<file path="config.mk">
export PLATFORM = sky130hd
export DESIGN_NAME = core_lsu_wbuf_flat
export DESIGN_NICKNAME = d
export VERILOG_FILES = /design/src/rtl/core_lsu_wbuf_if.sv /design/src/rtl/core_lsu_wbuf.sv /design/src/flat_wrapper.sv
export SDC_FILE = /design/constraint.sdc
export NUM_CORES = 1
export LEC_CHECK = 0
export ABC_AREA = 0
export CELL_PAD_IN_SITES_DETAIL_PLACEMENT = 2
export CELL_PAD_IN_SITES_GLOBAL_PLACEMENT = 2
export CORE_ASPECT_RATIO = 1.4
export CORE_MARGIN = 2
export CORE_UTILIZATION = 42
export DETAILED_ROUTE_END_ITERATION = 16
export PLACE_DENSITY = 0.87
export SLEW_MARGIN = 5
export SYNTH_ARGS = -nofsm -noshare
export SYNTH_HDL_FRONTEND = slang
export SYNTH_SLANG_ARGS = --single-unit
</file>
<file path="constraint.sdc">
create_clock -name clk -period 7.8 [get_ports clk]
set_clock_uncertainty 0.2 [all_clocks]
set_input_delay 1.56 -clock clk [delete_from_list [all_inputs] [get_ports clk]]
set_output_delay 1.56 -clock clk [all_outputs]
set_load 0.02 [all_outputs]
</file>
<file path="src/rtl/core_lsu_wbuf_if.sv">
`default_nettype none
// ============================================================================
// Module      : core_lsu_wbuf_if
// Description : M2 store push bus and DRAM-manager write bus of the store buffer.
// Revision    : 1.0 - initial release
// ============================================================================
interface core_lsu_wbuf_if #(
    parameter int unsigned WAY_CNT = 1
);
    logic               push_valid_i;
    logic               push_ready_o;
    logic [31:0]        push_paddr_i;
    logic [31:0]        push_wdata_i;
    logic [3:0]         push_strobe_i;
    logic               push_uncached_i;
    logic [1:0]         push_size_i;
    logic [WAY_CNT-1:0] push_sel_i;

    logic               dm_we_valid_o;
    logic               dm_we_ready_i;
    logic [31:0]        dm_waddr_o;
    logic [31:0]        dm_wdata_o;
    logic [3:0]         dm_strobe_o;
    logic               dm_uncached_o;
    logic [1:0]         dm_size_o;
    logic [WAY_CNT-1:0] dm_we_sel_o;

    // Environment view: M2 pushes stores, DRAM manager accepts writes.
    modport master (
        output push_valid_i, push_paddr_i, push_wdata_i, push_strobe_i,
               push_uncached_i, push_size_i, push_sel_i, dm_we_ready_i,
        input  push_ready_o, dm_we_valid_o, dm_waddr_o, dm_wdata_o,
               dm_strobe_o, dm_uncached_o, dm_size_o, dm_we_sel_o
    );

    modport slave (
        input  push_valid_i, push_paddr_i, push_wdata_i, push_strobe_i,
               push_uncached_i, push_size_i, push_sel_i, dm_we_ready_i,
        output push_ready_o, dm_we_valid_o, dm_waddr_o, dm_wdata_o,
               dm_strobe_o, dm_uncached_o, dm_size_o, dm_we_sel_o
    );
endinterface
`default_nettype wire

</file>
<file path="src/rtl/core_lsu_wbuf.sv">
`default_nettype none
// ============================================================================
// Module      : core_lsu_wbuf
// Description : LSU store buffer with youngest-entry merging and byte forwarding.
// Revision    : 1.0 - initial release
// ============================================================================
module core_lsu_wbuf #(
    parameter int unsigned DEPTH    = 4,
    parameter int unsigned WAY_CNT  = 1,
    parameter bit          MERGE_EN = 1'b1
) (
    input  logic                       clk,
    input  logic                       rst,
    core_lsu_wbuf_if.slave             bus,
    input  logic [31:0]                fwd_paddr_i,
    output logic [31:0]                fwd_data_o,
    output logic [3:0]                 fwd_mask_o,
    output logic                       fwd_uncached_o,
    input  logic                       drain_req_i,
    output logic                       drain_done_o,
    output logic                       pending_write_o,
    output logic [$clog2(DEPTH+1)-1:0] count_o
);

    localparam int unsigned c_ptr_w = $clog2(DEPTH);
    localparam int unsigned c_cnt_w = $clog2(DEPTH + 1);

    logic [c_ptr_w-1:0] r_head;
    logic [c_ptr_w-1:0] r_tail;
    logic [c_cnt_w-1:0] r_count;
    logic [DEPTH-1:0]   r_valid;

    logic [31:0]        r_addr [DEPTH];
    logic [31:0]        r_data [DEPTH];
    logic [3:0]         r_strb [DEPTH];
    logic [DEPTH-1:0]   r_unc;
    logic [1:0]         r_size [DEPTH];
    logic [WAY_CNT-1:0] r_sel  [DEPTH];

    logic [c_ptr_w-1:0] w_young;
    logic               w_merge_hit;
    logic               w_push_ready;
    logic               w_alloc;
    logic               w_merge;
    logic               w_pop;
    logic [c_ptr_w-1:0] w_fwd_idx;
    logic               w_fwd_unused;

    assign w_young = r_tail - c_ptr_w'(1);

    // count >= 2 keeps the merge target away from the head, whose payload
    // must stay stable while the DRAM manager is looking at it.
    assign w_merge_hit = MERGE_EN
                      && (r_count >= c_cnt_w'(2))
                      && !r_unc[w_young]
                      && !bus.push_uncached_i
                      && (r_addr[w_young][31:2] == bus.push_paddr_i[31:2])
                      && !drain_req_i;

    assign w_push_ready = !drain_req_i && ((r_count < c_cnt_w'(DEPTH)) || w_merge_hit);
    assign w_alloc      = bus.push_valid_i && w_push_ready && !w_merge_hit;
    assign w_merge      = bus.push_valid_i && w_push_ready && w_merge_hit;
    assign w_pop        = (r_count != '0) && bus.dm_we_ready_i;

    always_ff @(posedge clk or posedge rst) begin
        if (rst) begin
            r_head  <= '0;
            r_tail  <= '0;
            r_count <= '0;
            r_valid <= '0;
        end else begin
            if (w_alloc) begin
                r_tail          <= r_tail + c_ptr_w'(1);
                r_valid[r_tail] <= 1'b1;
            end
            if (w_pop) begin
                r_head          <= r_head + c_ptr_w'(1);
                r_valid[r_head] <= 1'b0;
            end
            case ({w_alloc, w_pop})
                2'b10:   r_count <= r_count + c_cnt_w'(1);
                2'b01:   r_count <= r_count - c_cnt_w'(1);
                default: r_count <= r_count;
            endcase
        end
    end

    always_ff @(posedge clk) begin
        if (w_alloc) begin
            r_addr[r_tail] <= bus.push_paddr_i;
            r_data[r_tail] <= bus.push_wdata_i;
            r_strb[r_tail] <= bus.push_strobe_i;
            r_unc[r_tail]  <= bus.push_uncached_i;
            r_size[r_tail] <= bus.push_size_i;
            r_sel[r_tail]  <= bus.push_sel_i;
        end else if (w_merge) begin
            for (int s = 0; s < 4; s++) begin
                if (bus.push_strobe_i[s]) begin
                    r_data[w_young][8*s +: 8] <= bus.push_wdata_i[8*s +: 8];
                end
            end
            r_strb[w_young] <= r_strb[w_young] | bus.push_strobe_i;
        end
    end

    assign bus.push_ready_o  = w_push_ready;
    assign bus.dm_we_valid_o = (r_count != '0);
    assign bus.dm_waddr_o    = r_addr[r_head];
    assign bus.dm_wdata_o    = r_data[r_head];
    assign bus.dm_strobe_o   = r_strb[r_head];
    assign bus.dm_uncached_o = r_unc[r_head];
    assign bus.dm_size_o     = r_size[r_head];
    assign bus.dm_we_sel_o   = r_sel[r_head];

    // Walk oldest to youngest so a younger matching byte overwrites an older one.
    always_comb begin
        fwd_data_o     = '0;
        fwd_mask_o     = '0;
        fwd_uncached_o = 1'b0;
        w_fwd_idx      = r_head;
        for (int i = 0; i < int'(DEPTH); i++) begin
            w_fwd_idx = r_head + c_ptr_w'(i);
            if (r_valid[w_fwd_idx] && (r_addr[w_fwd_idx][31:2] == fwd_paddr_i[31:2])) begin
                if (r_unc[w_fwd_idx]) begin
                    fwd_uncached_o = 1'b1;
                end
                for (int s = 0; s < 4; s++) begin
                    if (r_strb[w_fwd_idx][s]) begin
                        fwd_data_o[8*s +: 8] = r_data[w_fwd_idx][8*s +: 8];
                        fwd_mask_o[s]        = 1'b1;
                    end
                end
            end
        end
    end

    assign w_fwd_unused    = ^fwd_paddr_i[1:0];
    assign drain_done_o    = drain_req_i && (r_count == '0);
    assign pending_write_o = (r_count != '0) || bus.push_valid_i;
    assign count_o         = r_count;

endmodule
`default_nettype wire

</file>
<file path="src/flat_wrapper.sv">
// flat-port wrapper written by rule: the top's interface ports become plain ports
module core_lsu_wbuf_flat 
#(
    parameter int unsigned DEPTH    = 4,
    parameter int unsigned WAY_CNT  = 1,
    parameter bit          MERGE_EN = 1'b1
)
  (clk, rst, fwd_paddr_i, fwd_data_o, fwd_mask_o, fwd_uncached_o, drain_req_i, drain_done_o, pending_write_o, count_o, bus_push_valid_i, bus_push_paddr_i, bus_push_wdata_i, bus_push_strobe_i, bus_push_uncached_i, bus_push_size_i, bus_push_sel_i, bus_dm_we_ready_i, bus_push_ready_o, bus_dm_we_valid_o, bus_dm_waddr_o, bus_dm_wdata_o, bus_dm_strobe_o, bus_dm_uncached_o, bus_dm_size_o, bus_dm_we_sel_o);
  core_lsu_wbuf_if #(.WAY_CNT(WAY_CNT)) bus_i ();
  input  logic clk;
  input  logic rst;
  input  logic [31:0] fwd_paddr_i;
  output logic [31:0] fwd_data_o;
  output logic [3:0] fwd_mask_o;
  output logic fwd_uncached_o;
  input  logic drain_req_i;
  output logic drain_done_o;
  output logic pending_write_o;
  output logic [$clog2(DEPTH+1)-1:0] count_o;
  input wire logic [$bits(bus_i.push_valid_i)-1:0] bus_push_valid_i;
  input wire logic [$bits(bus_i.push_paddr_i)-1:0] bus_push_paddr_i;
  input wire logic [$bits(bus_i.push_wdata_i)-1:0] bus_push_wdata_i;
  input wire logic [$bits(bus_i.push_strobe_i)-1:0] bus_push_strobe_i;
  input wire logic [$bits(bus_i.push_uncached_i)-1:0] bus_push_uncached_i;
  input wire logic [$bits(bus_i.push_size_i)-1:0] bus_push_size_i;
  input wire logic [$bits(bus_i.push_sel_i)-1:0] bus_push_sel_i;
  input wire logic [$bits(bus_i.dm_we_ready_i)-1:0] bus_dm_we_ready_i;
  output wire logic [$bits(bus_i.push_ready_o)-1:0] bus_push_ready_o;
  output wire logic [$bits(bus_i.dm_we_valid_o)-1:0] bus_dm_we_valid_o;
  output wire logic [$bits(bus_i.dm_waddr_o)-1:0] bus_dm_waddr_o;
  output wire logic [$bits(bus_i.dm_wdata_o)-1:0] bus_dm_wdata_o;
  output wire logic [$bits(bus_i.dm_strobe_o)-1:0] bus_dm_strobe_o;
  output wire logic [$bits(bus_i.dm_uncached_o)-1:0] bus_dm_uncached_o;
  output wire logic [$bits(bus_i.dm_size_o)-1:0] bus_dm_size_o;
  output wire logic [$bits(bus_i.dm_we_sel_o)-1:0] bus_dm_we_sel_o;
  assign bus_i.push_valid_i = bus_push_valid_i;
  assign bus_i.push_paddr_i = bus_push_paddr_i;
  assign bus_i.push_wdata_i = bus_push_wdata_i;
  assign bus_i.push_strobe_i = bus_push_strobe_i;
  assign bus_i.push_uncached_i = bus_push_uncached_i;
  assign bus_i.push_size_i = bus_push_size_i;
  assign bus_i.push_sel_i = bus_push_sel_i;
  assign bus_i.dm_we_ready_i = bus_dm_we_ready_i;
  assign bus_push_ready_o = bus_i.push_ready_o;
  assign bus_dm_we_valid_o = bus_i.dm_we_valid_o;
  assign bus_dm_waddr_o = bus_i.dm_waddr_o;
  assign bus_dm_wdata_o = bus_i.dm_wdata_o;
  assign bus_dm_strobe_o = bus_i.dm_strobe_o;
  assign bus_dm_uncached_o = bus_i.dm_uncached_o;
  assign bus_dm_size_o = bus_i.dm_size_o;
  assign bus_dm_we_sel_o = bus_i.dm_we_sel_o;
  core_lsu_wbuf #(.DEPTH(DEPTH), .WAY_CNT(WAY_CNT), .MERGE_EN(MERGE_EN)) u_core (.clk(clk), .rst(rst), .bus(bus_i), .fwd_paddr_i(fwd_paddr_i), .fwd_data_o(fwd_data_o), .fwd_mask_o(fwd_mask_o), .fwd_uncached_o(fwd_uncached_o), .drain_req_i(drain_req_i), .drain_done_o(drain_done_o), .pending_write_o(pending_write_o), .count_o(count_o));
endmodule
</file>
==> results of run 1 <==
## power by group through the flow
stage | Clock, mW | Sequential [mW] | Combinational [mW]
floorplan | 0 | 2.04 | 4.38
global placement | 0 | 2.07 | 6.00
detailed placement | 0 | 2.09 | 6.21
CTS | 1.58 | 2.06 | 6.26
global route | 1.63 | 2.08 | 6.57
finish | 1.56 | 2.07 | 6.24
## placed cells by master (no fill, tap or decap), drive strengths merged, types with 12 or more instances in the layout
| master | synthesis | layout |
|---|---|---|
| clkdlybuf4s50 | 0 | 222 |
| o221a | 24 | 24 |
| inv | 26 | 28 |
| o22ai | 12 | 12 |
| nand4 | 27 | 27 |
| a21oi | 12 | 12 |
| edfxtp | 288 | 288 |
| mux4 | 260 | 260 |
| mux2i | 125 | 125 |
| clkbuf | 43 | 42 |
| xor2 | 32 | 32 |
| xnor2 | 95 | 95 |
| mux2 | 22 | 22 |
| buf | 77 | 62 |
| nand3 | 17 | 17 |
| nor3 | 13 | 13 |
| o21ai | 18 | 18 |
| a221o | 26 | 26 |
| nor2 | 49 | 49 |
| a22oi | 16 | 16 |
| nand2 | 42 | 42 |
| a211oi | 16 | 16 |
## final cells by class
cell class / count / share of cell area
Antenna cell: 1 / 0.0000993
Sequential cell: 299 / 0.355
Inverter: 28 / 0.00417
Clock buffer: 42 / 0.0336
Tap cell: 643 / 0.0319
Multi-Input combinational cell: 967 / 0.458
Timing Repair Buffer: 284 / 0.110
Clock inverter: 15 / 0.00730
## sequential cells by signal, summed over array words and instances (netlist names)
register        count
u_core.r_tail       2
u_core.r_valid      4
u_core.count_o      3
u_core.r_data     128
u_core.r_head       2
u_core.r_size       8
u_core.r_sel        4
u_core.r_strb      16
u_core.r_addr     128
u_core.r_unc        4
## routing by layer
layer | vias up | GRT usage | share of wire
li1 | 6392 | - | -
met1 | 8428 | 0.350 | 0.36
met2 | 741 | 0.527 | 0.53
met3 | 177 | 0.0308 | 0.055
met4 | 0 | 0.144 | 0.054
met5 | - | 0 | 0
## worst reg2reg max path, cell delays in order, from the launching register on
cell and delay, ns:
dfrtp_1 0.46, inv_1 0.15, ha_1 0.95, mux4_2 0.44, nor4_1 0.65, nand4_1 0.25
nor4_1 0.78, nand2_1 0.11, buf_4 0.21, nor3_1 0.65, mux2i_1 0.39, nor2_1 0.85
## worst max path at each step
stage / startpoint / to / slack, ns / cells after the start
after floorplan: u_core.r_head[0] / fwd_data_o[24] / 1.02 / 19
after global placement: fwd_paddr_i[4] / fwd_data_o[7] / 0.63 / 12
after detailed placement: fwd_paddr_i[9] / fwd_data_o[27] / 0.49 / 10
after CTS: u_core.r_head[1] / fwd_data_o[27] / 0.42 / 11
after global routing: u_core.r_head[1] / fwd_data_o[26] / 0.07 / 11
final: fwd_paddr_i[9] / fwd_data_o[27] / 0.33 / 10
## logic make-up (layout without fill, tap and decap cells)
| kind of cell | count (synthesis) | in the layout | synth area share |
|---|---|---|---|
| multiplexers | 407 | 407 | 0.348 |
| flip-flops | 299 | 299 | 0.421 |
| AO/OA/AOI/OAI | 217 | 217 | 0.0866 |
| AND/OR/NAND/NOR | 206 | 206 | 0.0500 |
| buffers and inverters | 148 | 369 | 0.0351 |
| XOR/XNOR | 127 | 127 | 0.0525 |
| adder cells (fa/ha/maj) | 10 | 10 | 0.00626 |
| other | 0 | 1 | 0 |
==> impl_metrics.py, run 1 <==
metrics = {
    "final_layout": {
        "syn2layout_area_growth_pct": 18.9,
        "drive_above_1_share": 0.263,
        "nFillCells": 4485,
        "ff_latch_area_mm2": 0.00893,
        "final_util": 0.505,
        "finish.instance_area_mm2": 0.0252,
        "multi_input_area_mm2": 0.0115,
        "nNetsFinal": 1730,
        "final_cells": 2279,
    },
    "clock_network": {
        "ctsHoldBuffers": 0,
        "tritoncts": "built",
        "max-clock-path-buffers": 3,
        "clk_pin_slew_ns": 0.06,
        "post_cts_buffers": 0,
        "clk_latency_ns": 0.59,
        "numClockSinks": 299,
        "h-tree-depth": 1,
        "cts-resized-gates": 0,
        "cts_made_buffers": 31,
        "cts-root-buf": "clkbuf_16",
    },
    "drt": {
        "viasPerCell": 6.91,
        "firstDrtPassIters": 5,
        "drt_iter0_markers": 1452,
        "ant_nets": 0,
        "drc": 0,
        "vias": 15700,
        "wirelength_um": 77200,
        "wl_per_cell_um": 33.9,
    },
    "worst_hold_path": {
        "hold_path.class": "flip-flop to flip-flop",
        "min_path_cells": 1,
        "hold_path_end": "u_core.count_o[0]",
        "min_from": "u_core.count_o[0]",
    },
    "placement": {
        "dp.cells": 2221,
        "portBuffers": 222,
        "gp_congestion": 0.950,
        "dp_hpwl_um": 56300,
        "dpl_worst_slack_ns": 0.495,
        "placed_area_mm2": 0.0242,
    },
    "timing": {
        "tightest_slew_ns": 1.13,
        "rsz0062_at_grt": "false",
        "finalCritPeriodShare": 0.957,
        "hold_ws_ns": 0.361,
        "final_max_slew_viol_count": 0,
        "hold_violations": 0,
        "setup_slack_ns": 0.333,
        "setup_violations": 0,
        "slew_headroom": 0.241,
        "setup_tns_ns": 0,
        "fmax_ghz": 0.134,
        "period_needed_ns": 7.47,
    },
    "critical_path": {
        "rr_endpoint": "u_core.r_data[0][9]",
        "timing.rr.start": "u_core.r_tail[1]",
        "crit_chain": "clkdlybuf4s50_1 > inv_1 > a32oi_1 > o2111ai_1 > nor4b_2 > nand4_1 > inv_1 > a211oi_1 > a22oi_1 > clkdlybuf4s50_1",
        "cp.required_ns": 6.04,
        "cp-end-kind": "output pin",
        "crit_type": "input port to output pin",
        "crit_path_top_delay_cell": "clkdlybuf4s50_1",
        "critPathBufInv": 4,
        "crit_arrival_ns": 5.71,
        "r2r_slack_ns": 1.32,
        "cp-start-kind": "input port",
        "reg2reg_depth": 11,
        "critPathMaxStageDelay_ns": 0.76,
        "cp_max_fo": 7,
        "cp_top_family": "buffers and inverters",
    },
    "synth": {
        "avgSynthCellArea_um2": 15.0,
        "yosys.area.top_type": "edfxtp_1",
        "yosys_warnings": 0,
        "synthTopCellsByArea": "edfxtp_1 41%, mux4_2 27%, mux2i_1 5.9%",
        "synth_common_cells": "288 x edfxtp_1, 254 x mux4_2, 125 x mux2i_1, 95 x xnor2_1, 48 x nor2_1",
        "synth.most_common_cell": "edfxtp_1",
        "ys.flop_type": "edfxtp_1",
        "async_flop_share": 0.0368,
        "ys_seq_area_frac": 0.421,
        "netlist_instances": 1414,
        "synth_seq_cells": 299,
        "synth.cell_area_mm2": 0.0212,
        "ys_types": 75,
        "synth-edff-count": 288,
        "yosys.area.top_type_share": 0.408,
        "synth_nets": 1533,
    },
    "pwr": {
        "vdd_drop_max_v": 0.000389,
        "power_switching_mw": 4.16,
        "power_leakage_nw": 8.15,
        "power_frac_clock": 0.158,
        "pwr-share-seq": 0.210,
        "p_per_area_mw_per_mm2": 391,
        "combPwrFrac": 0.632,
        "p_sw_frac": 0.422,
        "finalPower_mw": 9.86,
        "p_int_mw": 5.70,
    },
    "die": {
        "core_mm2": 0.0499,
        "io_pins": 225,
        "initial_core_util": 0.425,
        "die_x_um": 194,
        "fp-row-count": 97,
        "die_h_um": 270,
        "die-area_mm2": 0.0523,
    },
    "grt": {
        "globalRouteTotalUtil": 0.293,
        "grt_pass1_wl_um": 116000,
        "grt_pass1_vias": 17000,
        "antenna_found_initial": 1,
        "grt-ovfl-total": 0,
        "grt_max_degree": 127,
    },
    "run": {
        "cap_violations": 0,
    },
    "run_status": {
        "status": "finished clean",
    },
}
(Power assumes the default switching activity.)
==> inputs of run 2 (changes only) <==
--- a/config.mk
+++ b/config.mk
@@ -13,6 +13,7 @@
 export CORE_UTILIZATION = 42
 export DETAILED_ROUTE_END_ITERATION = 16
 export PLACE_DENSITY = 0.87
+export RECOVER_POWER = 25
 export SLEW_MARGIN = 5
 export SYNTH_ARGS = -nofsm -noshare
 export SYNTH_HDL_FRONTEND = slang
==> run 2 against run 1 <==
Total power shrank 0.11%. Core utilization is essentially flat. Non-clock buffer count is the same. Final area is essentially flat. Largest power group unchanged. Highest routed layer unchanged.
==> impl_metrics.py, run 2 (synthesis gave the netlist of run 1 again) <==
metrics = {
    "run_status": {
        "status": "finished clean",
    },
    "drt": {
        "drt_iter0_markers": 1425,
        "wirelength_um": 77100,
        "wl_per_cell_um": 33.8,
        "viasPerCell": 6.85,
        "ant_nets": 0,
        "firstDrtPassIters": 5,
        "vias": 15600,
        "drc": 0,
    },
    "pwr": {
        "p_sw_frac": 0.422,
        "pwr-share-seq": 0.210,
        "vdd_drop_max_v": 0.000387,
        "combPwrFrac": 0.632,
        "p_int_mw": 5.70,
        "p_per_area_mw_per_mm2": 391,
        "power_frac_clock": 0.158,
        "power_switching_mw": 4.15,
        "power_leakage_nw": 8.16,
        "finalPower_mw": 9.85,
    },
    "clock_network": {
        "tritoncts": "built",
        "clk_pin_slew_ns": 0.06,
        "cts-root-buf": "clkbuf_16",
        "numClockSinks": 299,
        "h-tree-depth": 1,
        "post_cts_buffers": 0,
        "cts_made_buffers": 31,
        "clk_latency_ns": 0.59,
        "ctsHoldBuffers": 0,
        "cts-resized-gates": 0,
        "max-clock-path-buffers": 3,
    },
    "die": {
        "initial_core_util": 0.425,
        "die-area_mm2": 0.0523,
        "core_mm2": 0.0499,
        "die_h_um": 270,
        "fp-row-count": 97,
        "die_x_um": 194,
        "io_pins": 225,
    },
    "placement": {
        "portBuffers": 222,
        "dp.cells": 2221,
        "dpl_worst_slack_ns": 0.495,
        "placed_area_mm2": 0.0242,
        "dp_hpwl_um": 56300,
        "gp_congestion": 0.950,
    },
    "worst_hold_path": {
        "min_from": "u_core.count_o[0]",
        "min_path_cells": 1,
        "hold_path.class": "flip-flop to flip-flop",
        "hold_path_end": "u_core.count_o[0]",
    },
    "timing": {
        "period_needed_ns": 7.42,
        "tightest_slew_ns": 1.13,
        "slew_headroom": 0.244,
        "setup_slack_ns": 0.377,
        "setup_violations": 0,
        "setup_tns_ns": 0,
        "hold_ws_ns": 0.361,
        "final_max_slew_viol_count": 0,
        "hold_violations": 0,
        "rsz0062_at_grt": "false",
        "fmax_ghz": 0.135,
        "finalCritPeriodShare": 0.952,
    },
    "critical_path": {
        "critPathMaxStageDelay_ns": 0.75,
        "r2r_slack_ns": 1.35,
        "cp.required_ns": 6.04,
        "critPathBufInv": 4,
        "cp-end-kind": "output pin",
        "crit_arrival_ns": 5.66,
        "crit_chain": "buf_12 > buf_4 > mux2i_1 > xor2_1 > nand3_1 > a2111oi_0 > nand4_1 > inv_1 > a211oi_1 > a22oi_1 > clkdlybuf4s50_1",
        "cp_top_family": "buffers and inverters",
        "rr_endpoint": "u_core.r_data[3][21]",
        "crit_path_top_delay_cell": "buf_4",
        "reg2reg_depth": 11,
        "crit_type": "flip-flop to output pin",
        "timing.rr.start": "u_core.r_tail[1]",
        "cp-start-kind": "flip-flop",
        "cp_max_fo": 126,
    },
    "final_layout": {
        "syn2layout_area_growth_pct": 18.9,
        "final_util": 0.505,
        "final_cells": 2280,
        "final_cell_mix": "288 x edfxtp_1, 254 x mux4_2, 175 x clkdlybuf4s50_1",
        "drive_above_1_share": 0.263,
        "top_regs": "u_core.r_addr (128), u_core.r_data (128), u_core.r_strb (16)",
        "finish.instance_area_mm2": 0.0252,
        "nNetsFinal": 1730,
        "final_common_cell": "edfxtp_1",
    },
    "grt": {
        "globalRouteTotalUtil": 0.293,
        "grt_pass1_wl_um": 116000,
        "grt_pass1_vias": 17000,
        "grt-ovfl-total": 0,
        "antenna_found_initial": 2,
        "grt_max_degree": 127,
    },
    "run": {
        "cap_violations": 0,
    },
}
## run 2: cell type report
class / count / area, µm²
inverters: 28 / 105
well taps: 643 / 805
diodes: 2 / 5.00
repair buffers: 284 / 2780
clock inverters: 15 / 184
fillers: 4485 / 24700
flip-flops and latches: 299 / 8930
clock buffers: 42 / 847
multi-input cells: 967 / 11500
## run 2: how the worst max path moves through the flow
stage | from | cells past startpoint | slack (ns) | end
floorplan | u_core.r_head[0] | 19 | 1.02 | fwd_data_o[24]
global placement | fwd_paddr_i[4] | 12 | 0.63 | fwd_data_o[7]
detailed placement | fwd_paddr_i[9] | 10 | 0.49 | fwd_data_o[27]
CTS | u_core.r_head[1] | 11 | 0.42 | fwd_data_o[27]
global route | u_core.r_head[1] | 11 | 0.07 | fwd_data_o[26]
finish | u_core.r_head[1] | 11 | 0.38 | fwd_data_o[27]
## run 2: worst register-to-register path, stage by stage, from the launching register on
cell,delay (ns)
dfrtp_1,0.46
inv_1,0.15
ha_1,0.94
mux4_2,0.44
nor4_1,0.65
nand4_1,0.25
nor4_1,0.78
nand2_1,0.11
buf_4,0.21
nor3_1,0.65
mux2i_1,0.40
nor2_1,0.84
## run 2: power by group through the flow
stage                     Combinational, mW  Clock (mW)  Sequential, mW
after floorplan                        4.38           0            2.04
after global placement                 6.00           0            2.07
after detailed placement               6.21           0            2.09
after CTS                              6.26        1.58            2.06
after global routing                   6.57        1.63            2.08
final                                  6.23        1.56            2.07
## run 2: routing by layer
metal	global-route usage	wire length, µm
met1	0.350	27600
met4	0.144	4140
met3	0.0308	4290
met5	0	0
met2	0.527	41000
